--- config.mk ---
export PLATFORM = sky130hd
export DESIGN_NAME = eq_access_ctrl
export DESIGN_NICKNAME = d
export VERILOG_FILES = /design/src/rtl/eq_access_ctrl.sv
export SDC_FILE = /design/constraint.sdc
export NUM_CORES = 1
export LEC_CHECK = 0
export ABC_AREA = 1
export BUFFER_PORTS_ARGS = -buffer_cell sky130_fd_sc_hd__buf_4
export CAP_MARGIN = 20
export CORE_MARGIN = 2
export CORE_UTILIZATION = 40
export CTS_CLUSTER_DIAMETER = 40
export DETAILED_ROUTE_END_ITERATION = 16
export PLACE_DENSITY = 0.7
export SYNTH_ARGS = -nofsm -noshare
export SYNTH_HDL_FRONTEND = slang
export SYNTH_SLANG_ARGS = --single-unit
--- constraint.sdc ---
create_clock -name clk -period 4.5 [get_ports clk]
set_clock_uncertainty 0.2 [all_clocks]
set_input_delay 0 -clock clk [delete_from_list [all_inputs] [get_ports clk]]
set_output_delay 0 -clock clk [all_outputs]
set_load 0.005 [all_outputs]
--- src/rtl/eq_access_ctrl.sv ---
// Event-queue access controller: sequences insert/extract commands on the
// queue's op/cs interface, one command at a time, with round-robin arbitration.

`ifndef INSERT_CMD
`define INSERT_CMD 1'b1
`endif
`ifndef EXTRACT_CMD
`define EXTRACT_CMD 1'b0
`endif

module eq_access_ctrl #(
    parameter int data_wd  = 32,
    parameter int q_add_wd = 5,
    parameter int hi       = 15,
    parameter int lo       = 0,
    parameter int cnt_wd   = 16
) (
    input  logic                clk,
    input  logic                rst,
    input  logic                in_valid,
    input  logic [data_wd-1:0]  in_data,
    output logic                in_ready,
    input  logic [hi-lo:0]      now_time,
    output logic                out_valid,
    output logic [data_wd-1:0]  out_data,
    input  logic                out_ready,
    output logic [data_wd-1:0]  eq_EV_in,
    output logic                eq_op,
    output logic                eq_cs,
    input  logic [data_wd-1:0]  eq_EV_out,
    input  logic                eq_dv,
    input  logic                eq_full,
    input  logic                eq_empty,
    input  logic                eq_busy_for_rd,
    input  logic                eq_busy_for_wr,
    input  logic [q_add_wd-1:0] eq_length,
    output logic [cnt_wd-1:0]   ins_cnt,
    output logic [cnt_wd-1:0]   ext_cnt
);

    typedef enum logic [1:0] {IDLE, CMD, GUARD} state_t;

    state_t               state_q, state_d;
    logic                 op_q, op_d;
    logic                 last_grant_q, last_grant_d;
    logic [data_wd-1:0]   hold_q, hold_d;
    logic                 ins_pend_q, ins_pend_d;
    logic                 out_valid_q, out_valid_d;
    logic [data_wd-1:0]   out_data_q, out_data_d;
    logic [cnt_wd-1:0]    ins_cnt_q, ins_cnt_d;
    logic [cnt_wd-1:0]    ext_cnt_q, ext_cnt_d;

    logic ins_ok;
    logic ext_ok;
    logic head_due;
    logic unused_len;

    // Occupancy is informational only; nothing in the control path uses it.
    assign unused_len = ^eq_length;

    assign head_due = (eq_EV_out[hi:lo] <= now_time);
    assign ins_ok   = ins_pend_q && !eq_full && !eq_busy_for_wr;
    assign ext_ok   = eq_dv && !eq_empty && !eq_busy_for_rd && !out_valid_q && head_due;

    always_comb begin
        state_d      = state_q;
        op_d         = op_q;
        last_grant_d = last_grant_q;
        hold_d       = hold_q;
        ins_pend_d   = ins_pend_q;
        out_valid_d  = out_valid_q;
        out_data_d   = out_data_q;
        ins_cnt_d    = ins_cnt_q;
        ext_cnt_d    = ext_cnt_q;

        if (in_valid && !ins_pend_q) begin
            hold_d     = in_data;
            ins_pend_d = 1'b1;
        end
        if (out_valid_q && out_ready) out_valid_d = 1'b0;

        case (state_q)
            IDLE: begin
                if (ins_ok && ext_ok) begin
                    op_d    = (last_grant_q == `INSERT_CMD) ? `EXTRACT_CMD : `INSERT_CMD;
                    state_d = CMD;
                end else if (ins_ok) begin
                    op_d    = `INSERT_CMD;
                    state_d = CMD;
                end else if (ext_ok) begin
                    op_d    = `EXTRACT_CMD;
                    state_d = CMD;
                end
            end
            CMD: begin
                // Strobe is committed once granted; flags are not re-checked here.
                state_d      = GUARD;
                last_grant_d = op_q;
                if (op_q == `INSERT_CMD) begin
                    ins_pend_d = 1'b0;
                    if (!(&ins_cnt_q)) ins_cnt_d = ins_cnt_q + 1'b1;
                end else begin
                    out_data_d  = eq_EV_out;
                    out_valid_d = 1'b1;
                    if (!(&ext_cnt_q)) ext_cnt_d = ext_cnt_q + 1'b1;
                end
            end
            // Queue status is registered on its side; give it one cycle to settle.
            GUARD:   state_d = IDLE;
            default: state_d = IDLE;
        endcase
    end

    always_ff @(posedge clk or negedge rst) begin
        if (!rst) begin
            state_q      <= IDLE;
            op_q         <= `EXTRACT_CMD;
            last_grant_q <= `EXTRACT_CMD;
            hold_q       <= '0;
            ins_pend_q   <= 1'b0;
            out_valid_q  <= 1'b0;
            out_data_q   <= '0;
            ins_cnt_q    <= '0;
            ext_cnt_q    <= '0;
        end else begin
            state_q      <= state_d;
            op_q         <= op_d;
            last_grant_q <= last_grant_d;
            hold_q       <= hold_d;
            ins_pend_q   <= ins_pend_d;
            out_valid_q  <= out_valid_d;
            out_data_q   <= out_data_d;
            ins_cnt_q    <= ins_cnt_d;
            ext_cnt_q    <= ext_cnt_d;
        end
    end

    assign in_ready  = !ins_pend_q;
    assign out_valid = out_valid_q;
    assign out_data  = out_data_q;
    assign eq_cs     = (state_q == CMD);
    assign eq_op     = (state_q == CMD) ? op_q : `EXTRACT_CMD;
    assign eq_EV_in  = (state_q == CMD && op_q == `INSERT_CMD) ? hold_q : '0;
    assign ins_cnt   = ins_cnt_q;
    assign ext_cnt   = ext_cnt_q;

    a_cs_gap: assert property (@(posedge clk) disable iff (!rst) eq_cs |=> !eq_cs);

endmodule

==> flow_metrics.py, run 1 <==
metrics = {
    "run_status": {
        "outcome": "complete, no violations",
    },
    "critical_path": {
        "endpoint_kind": "register",
        "r2r_end": "op_q",
        "startpoint": "eq_EV_out[15]",
        "reg2reg_depth": 7,
        "cp-endpoint": "op_q",
        "arrival_ns": 3.02,
        "rrSetupSlack_ns": 1.65,
        "critPathMaxFanout": 3,
        "cp.required_ns": 4.51,
        "r2r_start": "out_valid",
        "path_class": "primary input to register",
        "startpoint_type": "primary input",
    },
    "layout": {
        "seqCellArea_um2": 2550,
        "nets": 879,
        "diodes": 0,
        "fillers": 970,
        "fin_cells": 919,
        "fin_util_pct": 62.0,
        "multiInputGateArea_um2": 1920,
        "drive_above_1_share_pct": 32.9,
        "area_delta_synth_final_pct": 53.3,
    },
    "logic_synthesis": {
        "synth_xor_area_share_pct": 5.09,
        "synth_simple_gate_area_share_pct": 17.8,
        "async_flop_share_pct": 100,
        "synth_cell_types": 30,
        "synth.area.mux_share_pct": 7.24,
        "synth_nets": 618,
        "yosysWarnings": 0,
        "synth_top_area_share_pct": 52.9,
        "synth_compound_area_share_pct": 4.93,
        "synth-main-ff-cell": "dfrtp_1",
        "synth_area_um2": 4820,
        "synth_top_family_by_area": "simple AND/OR/NAND/NOR gates",
        "synth_edf_count": 0,
        "synthAdderAreaFrac_pct": 4.67,
        "ys_seq_area_share_pct": 52.9,
        "synthCells": 506,
        "synth.avg_cell_area_um2": 9.53,
        "synthTopCellsByArea": "dfrtp_1, mux2_2, nor2_1",
        "synth_top_area_cell": "dfrtp_1",
        "synth_seq_cells": 102,
    },
    "grt": {
        "first_global_vias": 4405,
        "antenna_found_initial": 0,
        "grt_usage_pct": 19.3,
        "grt_first_pass_wirelength_um": 20200,
        "grt-ovfl-total": 0,
        "grt_max_degree": 65,
    },
    "placed_design": {
        "place_inst": 829,
        "port-buffer-count": 188,
        "dp_hpwl_um": 8320,
        "gp_congestion": 0.842,
    },
    "die": {
        "start_util_pct": 40.5,
        "pin_count": 194,
        "dieHeight_um": 114,
        "coreArea_um2": 11900,
        "die_area_um2": 12900,
        "die_w_um": 114,
        "core.rowCount": 40,
    },
    "timing": {
        "finalHoldViolCount": 0,
        "worst_pin_slew_ns": 0.799,
        "relSlewSlack_pct": 46.6,
        "min_period_ns": 3.00,
        "setup_viol": 0,
        "final.setup.tns_ns": 0,
        "drv_slew": 0,
        "max_freq_mhz": 333,
        "fin_crit_sh_pct": 66.8,
        "rsz0062_at_grt": "false",
    },
    "drt": {
        "routed_wirelength_um": 12400,
        "detail_route.vias_per_cell": 4.68,
        "via_count": 4300,
        "drt_iter0_drc": 198,
        "wl_per_cell_um": 13.4,
        "first_pass_iters": 4,
        "drc": 0,
        "final_antenna_net_count": 0,
    },
    "clock_tree": {
        "postCtsHoldBufs": 73,
        "cts.sinks": 102,
        "clkTransAtPathRegs_ns": 0.06,
        "clk_path_buf_depth": 2,
        "root_buffer": "clkbuf_16",
        "htree_levels": 3,
        "cts_buffers": 9,
        "tritoncts": "done",
        "clock_latency_ns": 0.33,
        "ctsResizeCount": 0,
        "post_cts_buffers": 0,
    },
    "job": {
        "drv_cap": 0,
    },
    "pwr": {
        "ir_drop_mv": 0.227,
        "p_per_area_nw_per_um2": 438,
        "power_leakage_nw": 3.91,
    },
    "hold_path": {
        "hp-class": "primary input to asynchronous set/reset pin",
    },
}
## report_power, final
part / leakage (nW) / internal [W] / switching (W)
combinational: 2.55 / 0.000632 / 0.000485
sequential: 1.23 / 0.00125 / 0.000165
clock: 0.132 / 0.000388 / 0.000323
## critical path, cell delays in order
cell           delay, ns
dlygate4sd3_1       0.55
buf_4               0.14
ha_1                0.28
nand2_1             0.10
nor3_1              0.37
nand3_1             0.12
nand2_1             0.09
nand2_1             0.07
o21ai_0             0.14
dlygate4sd3_1       0.56
nand2_1             0.05
dlygate4sd3_1       0.55
## cells in the mapped netlist, types with 3 or more instances
cell type and instances:
nand2_1 59, nand4_1 6, clkbuf_1 9, a21oi_1 38, xor2_1 17, mux2_2 31, buf_2 3, ha_1 18
nand3_2 3, o21ai_0 7, nor3_1 6, nand2_2 3, nand3_1 12, xnor2_1 11, inv_1 76, dfrtp_1 102
nor2_1 87
## kinds of logic (layout without fill, tap and decap cells)
group	Yosys count	in the layout
AOI/OAI and AO/OA	47	47
xor gates and xnor gates	28	28
adders and majority gates	18	18
buffers and inverters	92	358
DFF	102	102
muxes	31	31
and+or+nand+nor	188	188
## per-stage QoR
stage,hold slack [ns],total power [W],setup WS (ns),area [um2]
finish,0.0805,0.00324,1.50,7390
global route,0.144,0.00345,1.38,7390
CTS,0.0943,0.00326,1.55,7370
detailed placement,-0.0871,0.00248,2.17,6370
global placement,-0.0985,0.00243,2.27,6370
floorplan,-0.496,0.00191,2.73,4820
## routing by layer
layer,vias up,GRT usage (%),part of all wire [%]
met5,-,0,0
met2,119,34.5,51
met1,2045,23.2,42
li1,2111,-,-
met3,25,3.24,4.3
met4,0,8.13,2.6
## area by class of cell
type	instances	area share (%)
flip-flops and latches	102	34.5
repair buffers	263	29.4
multi-input cells	312	25.9
inverters	79	4.05
clock buffers	12	3.34
well taps	147	2.49
clock inverters	4	0.305
## flip-flops by register name, indices dropped and copies added, names as in the netlist
signal and flops:
hold_q 32, out_data 32, ext_cnt 16, ins_cnt 16, state_q 2, ins_pend_q 1
last_grant_q 1, op_q 1, out_valid 1
## worst min path at each step
stage,from,end
6_report,rst,out_data[28]
5_1_grt,rst,out_data[5]
4_1_cts,rst,out_data[5]
3_5_place_dp,rst,out_data[28]
3_3_place_gp,rst,out_data[26]
2_1_floorplan,rst,ext_cnt[0]
## layout by cell type (no fill, tap or decap), drive strengths merged
| master | instances |
|---|---|
| buf | 190 |
| dfrtp | 102 |
| nor2 | 88 |
| inv | 79 |
| dlygate4sd3 | 73 |
| nand2 | 64 |
| a21oi | 38 |
| mux2 | 31 |
| ha | 18 |
| xor2 | 17 |
| nand3 | 15 |
| clkbuf | 12 |
| xnor2 | 11 |
| nor3 | 10 |
| o21ai | 8 |
| nand4 | 6 |
| clkinv | 3 |
| nor4 | 3 |
| nand3b | 1 |
| a21o | 1 |
| or3 | 1 |
| clkinvlp | 1 |
No activity file was read; power rests on OpenSTA's default activity.
==> run 2: changes to the inputs <==
- clock period: 4.5 -> 3 ns (I/O delays scaled with it)
==> run 2 against run 1 <==
Compared with the run above: critical path depth down 4; worst hold slack better by 0.023 ns; via count up 0.77%; sequential cell count unchanged; critical path type is now register to register; combinational power up 50%; highest routed layer unchanged; register-to-register slack worse by 1.1 ns.
==> flow_metrics.py, run 2 (synthesis gave the netlist of run 1 again) <==
metrics = {
    "job": {
        "drv_cap": 0,
    },
    "grt": {
        "grtUsageMet1_pct": 22.8,
        "first_global_vias": 4407,
        "grtUsageMet3_pct": 3.24,
        "grt_first_pass_wirelength_um": 20000,
        "met2_usage_pct": 33.9,
        "grt_usage_pct": 19.5,
        "antenna_found_initial": 0,
        "grt_busiest_layer": "met2",
        "grt-ovfl-total": 0,
        "grt_max_degree": 103,
    },
    "drt": {
        "detail_route.vias_per_cell": 4.72,
        "via_count": 4333,
        "drt_iter0_drc": 228,
        "routed_wirelength_um": 12500,
        "drc": 0,
        "final_antenna_net_count": 0,
        "wl_per_cell_um": 13.7,
        "first_pass_iters": 4,
    },
    "critical_path": {
        "startpoint_type": "register",
        "cpMaxStageDelayCell": "dlygate4sd3_1",
        "rrSetupSlack_ns": 0.51,
        "reg2reg_depth": 8,
        "critPathMaxFanout": 3,
        "cp.required_ns": 3.02,
        "critical-path-top-delay-family": "buffers and inverters",
        "endpoint_kind": "register",
        "worstPathCellList": "inv_1, or3_1, dlygate4sd3_1, nand2_1, nand2_1, nand2_1, nand2_1, dlygate4sd3_1",
        "path_common_cell": "nand2_1",
        "r2r_end": "op_q",
        "arrival_ns": 2.51,
        "critPathBufInv": 3,
        "r2r_start": "ins_pend_q",
        "path_class": "register to register",
        "critPathMaxStageDelay_ns": 0.60,
    },
    "die": {
        "die_w_um": 114,
        "dieHeight_um": 114,
        "core.rowCount": 40,
        "pin_count": 194,
        "coreArea_um2": 11900,
        "start_util_pct": 40.5,
        "die_area_um2": 12900,
    },
    "layout": {
        "layout_common_cells": "buf_4, dfrtp_1, nor2_1",
        "drive_above_1_share_pct": 33.7,
        "mostFrequentLayoutCell": "buf_4",
        "fin_util_pct": 62.8,
        "area_delta_synth_final_pct": 55.2,
        "nets": 878,
        "diodes": 0,
    },
    "clock_tree": {
        "clk_path_buf_depth": 2,
        "post_cts_buffers": 0,
        "tritoncts": "done",
        "htree_levels": 3,
        "root_buffer": "clkbuf_16",
        "cts.sinks": 102,
        "clkTransAtPathRegs_ns": 0.07,
        "cts_buffers": 9,
        "clock_latency_ns": 0.34,
    },
    "placed_design": {
        "dp_hpwl_um": 8090,
        "gp_congestion": 0.835,
        "port-buffer-count": 188,
    },
    "timing": {
        "max_freq_mhz": 402,
        "worst_pin_slew_ns": 0.789,
        "rsz0062_at_grt": "false",
        "setup_viol": 0,
        "final.setup.tns_ns": 0,
        "finalHoldViolCount": 0,
        "fin_crit_sh_pct": 82.9,
        "min_period_ns": 2.49,
        "relSlewSlack_pct": 47.2,
        "drv_slew": 0,
    },
    "pwr": {
        "power_leakage_nw": 3.94,
        "p_per_area_nw_per_um2": 680,
        "ir_drop_mv": 0.384,
    },
    "run_status": {
        "outcome": "complete, no violations",
    },
    "hold_path": {
        "hp-class": "primary input to asynchronous set/reset pin",
    },
}
==> run 2: changes by cell type in the layout (fill, tap and decap cells not counted), sizes merged <==
cell and change:
bufinv +2, clkbuf -1, clkinv -1, dlygate4sd3 -1
==> run 2: how the worst max path moves through the flow <==
stage                              from          end  slack (ns)  depth (start not counted)
final                        ins_pend_q         op_q        0.51                          8
after global routing      eq_EV_out[15]         op_q        0.36                         11
after CTS                 eq_EV_out[11]         op_q        0.08                         12
after detailed placement     ext_cnt[0]  ext_cnt[14]        0.72                          8
after global placement       ext_cnt[0]  ext_cnt[14]        0.80                          8
after floorplan              ext_cnt[0]  ext_cnt[15]        1.23                          9
==> run 2: worst min-delay path, cell delays in order <==
cell	delay [ns]
dlygate4sd3_1	0.55
buf_4	0.12
buf_12	0.42
==> run 2: layer usage <==
| layer | part of all wire [%] | up-vias |
|---|---|---|
| li1 | - | 2108 |
| met1 | 41 | 2045 |
| met2 | 51 | 140 |
| met3 | 4.6 | 40 |
| met4 | 3.9 | 0 |
| met5 | 0 | - |
==> run 2: cell type report <==
class,count,area (um2)
well taps,147,184
repair buffers,262,2170
clock inverters,5,81.3
fillers,948,4430
clock buffers,11,253
multi-input cells,312,1940
inverters,79,299
flip-flops and latches,102,2550
==> run 2: timing repair <==
item | in CTS | in global routing
endpoints found under the hold margin | 170 | 0
gates resized for setup | 0 | 4
endpoints found under the setup margin | 0 | 1
hold buffers | 73 | 0
==> run 2: stage by stage <==
step	worst slack [ns]	instance area, um2	cells	hold slack (ns)	power [W]
after global routing	0.359	7480	918	0.151	0.00541
after floorplan	1.23	4820	506	-0.496	0.00287
final	0.514	7480	918	0.103	0.00509
after detailed placement	0.721	6380	829	-0.0904	0.00372
after CTS	0.0754	7450	918	0.0993	0.00511
after global placement	0.799	6380	829	-0.0979	0.00365
==> run 2: report_power, final <==
part	leakage, nW	internal [W]	switching, W
clock network	0.162	0.000777	0.000514
logic	2.55	0.000950	0.000731
registers	1.23	0.00187	0.000249
==> run 3: changes to the inputs <==
- PLACE_DENSITY: 0.7 -> 0.73
- clock period: 3 -> 2.1 ns (I/O delays scaled with it)
==> run 3 against run 2 <==
Compared with the run above: the flow now finishes with violations (hold timing); wire length increased by 0.57%; power up 39%; sequential cell count is the same; core utilization decreased by 0.26 points; worst hold slack got worse by 0.11 ns; count of clock-buffer cells in the layout unchanged; critical path type unchanged; highest routed layer unchanged.
==> flow_metrics.py, run 3 (synthesis gave the netlist of run 1 again) <==
metrics = {
    "placed_design": {
        "gp_congestion": 0.868,
        "placed_area_um2": 6430,
        "dp_hpwl_um": 8380,
        "port-buffer-count": 188,
    },
    "layout": {
        "seqCellArea_um2": 2550,
        "multiInputGateArea_um2": 1930,
        "diodes": 0,
        "layout_common_cells": "buf_4, dfrtp_1, nor2_1",
        "area_delta_synth_final_pct": 54.6,
        "fin_util_pct": 62.6,
        "fillers": 969,
        "nets": 883,
        "drive_above_1_share_pct": 33.8,
        "mostFrequentLayoutCell": "buf_4",
        "final_area_um2": 7450,
    },
    "job": {
        "drv_cap": 0,
    },
    "drt": {
        "routed_wirelength_um": 12600,
        "detail_route.vias_per_cell": 4.71,
        "final_antenna_net_count": 0,
        "wl_per_cell_um": 13.7,
        "drc": 0,
        "via_count": 4344,
        "first_pass_iters": 4,
        "drt_iter0_drc": 239,
    },
    "clock_tree": {
        "htree_levels": 3,
        "clkTransAtPathRegs_ns": 0.06,
        "cts_buffers": 9,
        "root_buffer": "clkbuf_16",
        "clock_latency_ns": 0.33,
        "cts.sinks": 102,
        "clk_path_buf_depth": 2,
        "tritoncts": "done",
    },
    "grt": {
        "first_global_vias": 4510,
        "grtUsageMet1_pct": 24.4,
        "grtUsageMet3_pct": 3.13,
        "met2_usage_pct": 35.8,
        "grt_busiest_layer": "met2",
        "grt_max_degree": 65,
        "antenna_found_initial": 0,
        "grt_usage_pct": 20.3,
        "grt-ovfl-total": 0,
        "grt_first_pass_wirelength_um": 21000,
    },
    "timing": {
        "min_period_ns": 1.92,
        "holdWs_ns": -0.00499,
        "setup_viol": 0,
        "relSlewSlack_pct": 62.0,
        "rsz0062_at_grt": "false",
        "worst_pin_slew_ns": 0.570,
        "max_freq_mhz": 522,
        "final.setup.tns_ns": 0,
        "fin_crit_sh_pct": 91.2,
        "finalHoldViolCount": 25,
        "drv_slew": 0,
    },
    "die": {
        "core.rowCount": 40,
        "die_w_um": 114,
        "die_area_um2": 12900,
        "pin_count": 194,
        "dieHeight_um": 114,
        "start_util_pct": 40.5,
        "coreArea_um2": 11900,
    },
    "pwr": {
        "ir_drop_mv": 0.520,
        "power_leakage_nw": 3.94,
        "p_per_area_nw_per_um2": 949,
    },
    "critical_path": {
        "reg2reg_depth": 6,
        "path_class": "register to register",
        "cp.required_ns": 2.17,
        "worstPathCellList": "inv_1, or3_1, dlygate4sd3_1, nor3_1, o21ai_0, nand2_1",
        "endpoint_kind": "register",
        "arrival_ns": 1.99,
        "critPathMaxStageDelay_ns": 0.60,
        "cpMaxStageDelayCell": "dlygate4sd3_1",
        "critPathMaxFanout": 3,
        "rrSetupSlack_ns": 0.18,
        "startpoint_type": "register",
    },
    "run_status": {
        "outcome": "complete, but fails checks",
        "violations": "hold timing",
    },
    "hold_path": {
        "hp-class": "primary input to asynchronous set/reset pin",
    },
}
## run 3: per-layer routing
metal,routed length [um],up-vias
met4,415,0
met5,0,-
met3,585,36
li1,-,2115
met1,5170,2042
met2,6440,151
## run 3: critical path: cells and delay by family (launching register included)
family / cells / cell delay, ns
flops: 1 / 0.35
simple gates: 3 / 0.53
compound gates: 1 / 0.10
buf+inv: 2 / 0.68
## run 3: path summary, 6_finish.rpt
check | from | to
max | ins_pend_q | op_q
min | rst | out_data[20]
max reg2reg | ins_pend_q | op_q
min reg2reg | ext_cnt[7] | ext_cnt[7]
max in group asynchronous | rst | hold_q[31]
min in group clk | out_ready | out_valid
## run 3: cell type report
class                           instances  share of cell area (%)
Sequential cell                       102                    34.3
Timing Repair Buffer                  267                    29.5
Multi-Input combinational cell        312                    25.9
Inverter                               79                    4.01
Clock buffer                           11                    3.26
Tap cell                              147                    2.47
Clock inverter                          4                   0.638
## run 3: power breakdown
part / internal, W / total [W] / switching, W / leakage (nW)
combinational: 0.00136 / 0.00241 / 0.00106 / 2.57
sequential: 0.00267 / 0.00303 / 0.000364 / 1.23
clock: 0.000946 / 0.00162 / 0.000677 / 0.141
## run 3: what timing repair did
item                       in CTS  in global routing
setup endpoints to repair       0                  6
hold endpoints to repair      170                  0
setup buffers                   0                  0
hold buffers                   71                  0
gates resized for setup         0                  3
## run 3: per-stage QoR
stage                     worst slack, ns  std cells  total power (W)
after floorplan                     0.334        506          0.00410
after detailed placement            0.103        836          0.00535
after CTS                          0.0904        922          0.00712
final                               0.185        922          0.00707
after global routing               0.0188        922          0.00755
after global placement              0.184        836          0.00526
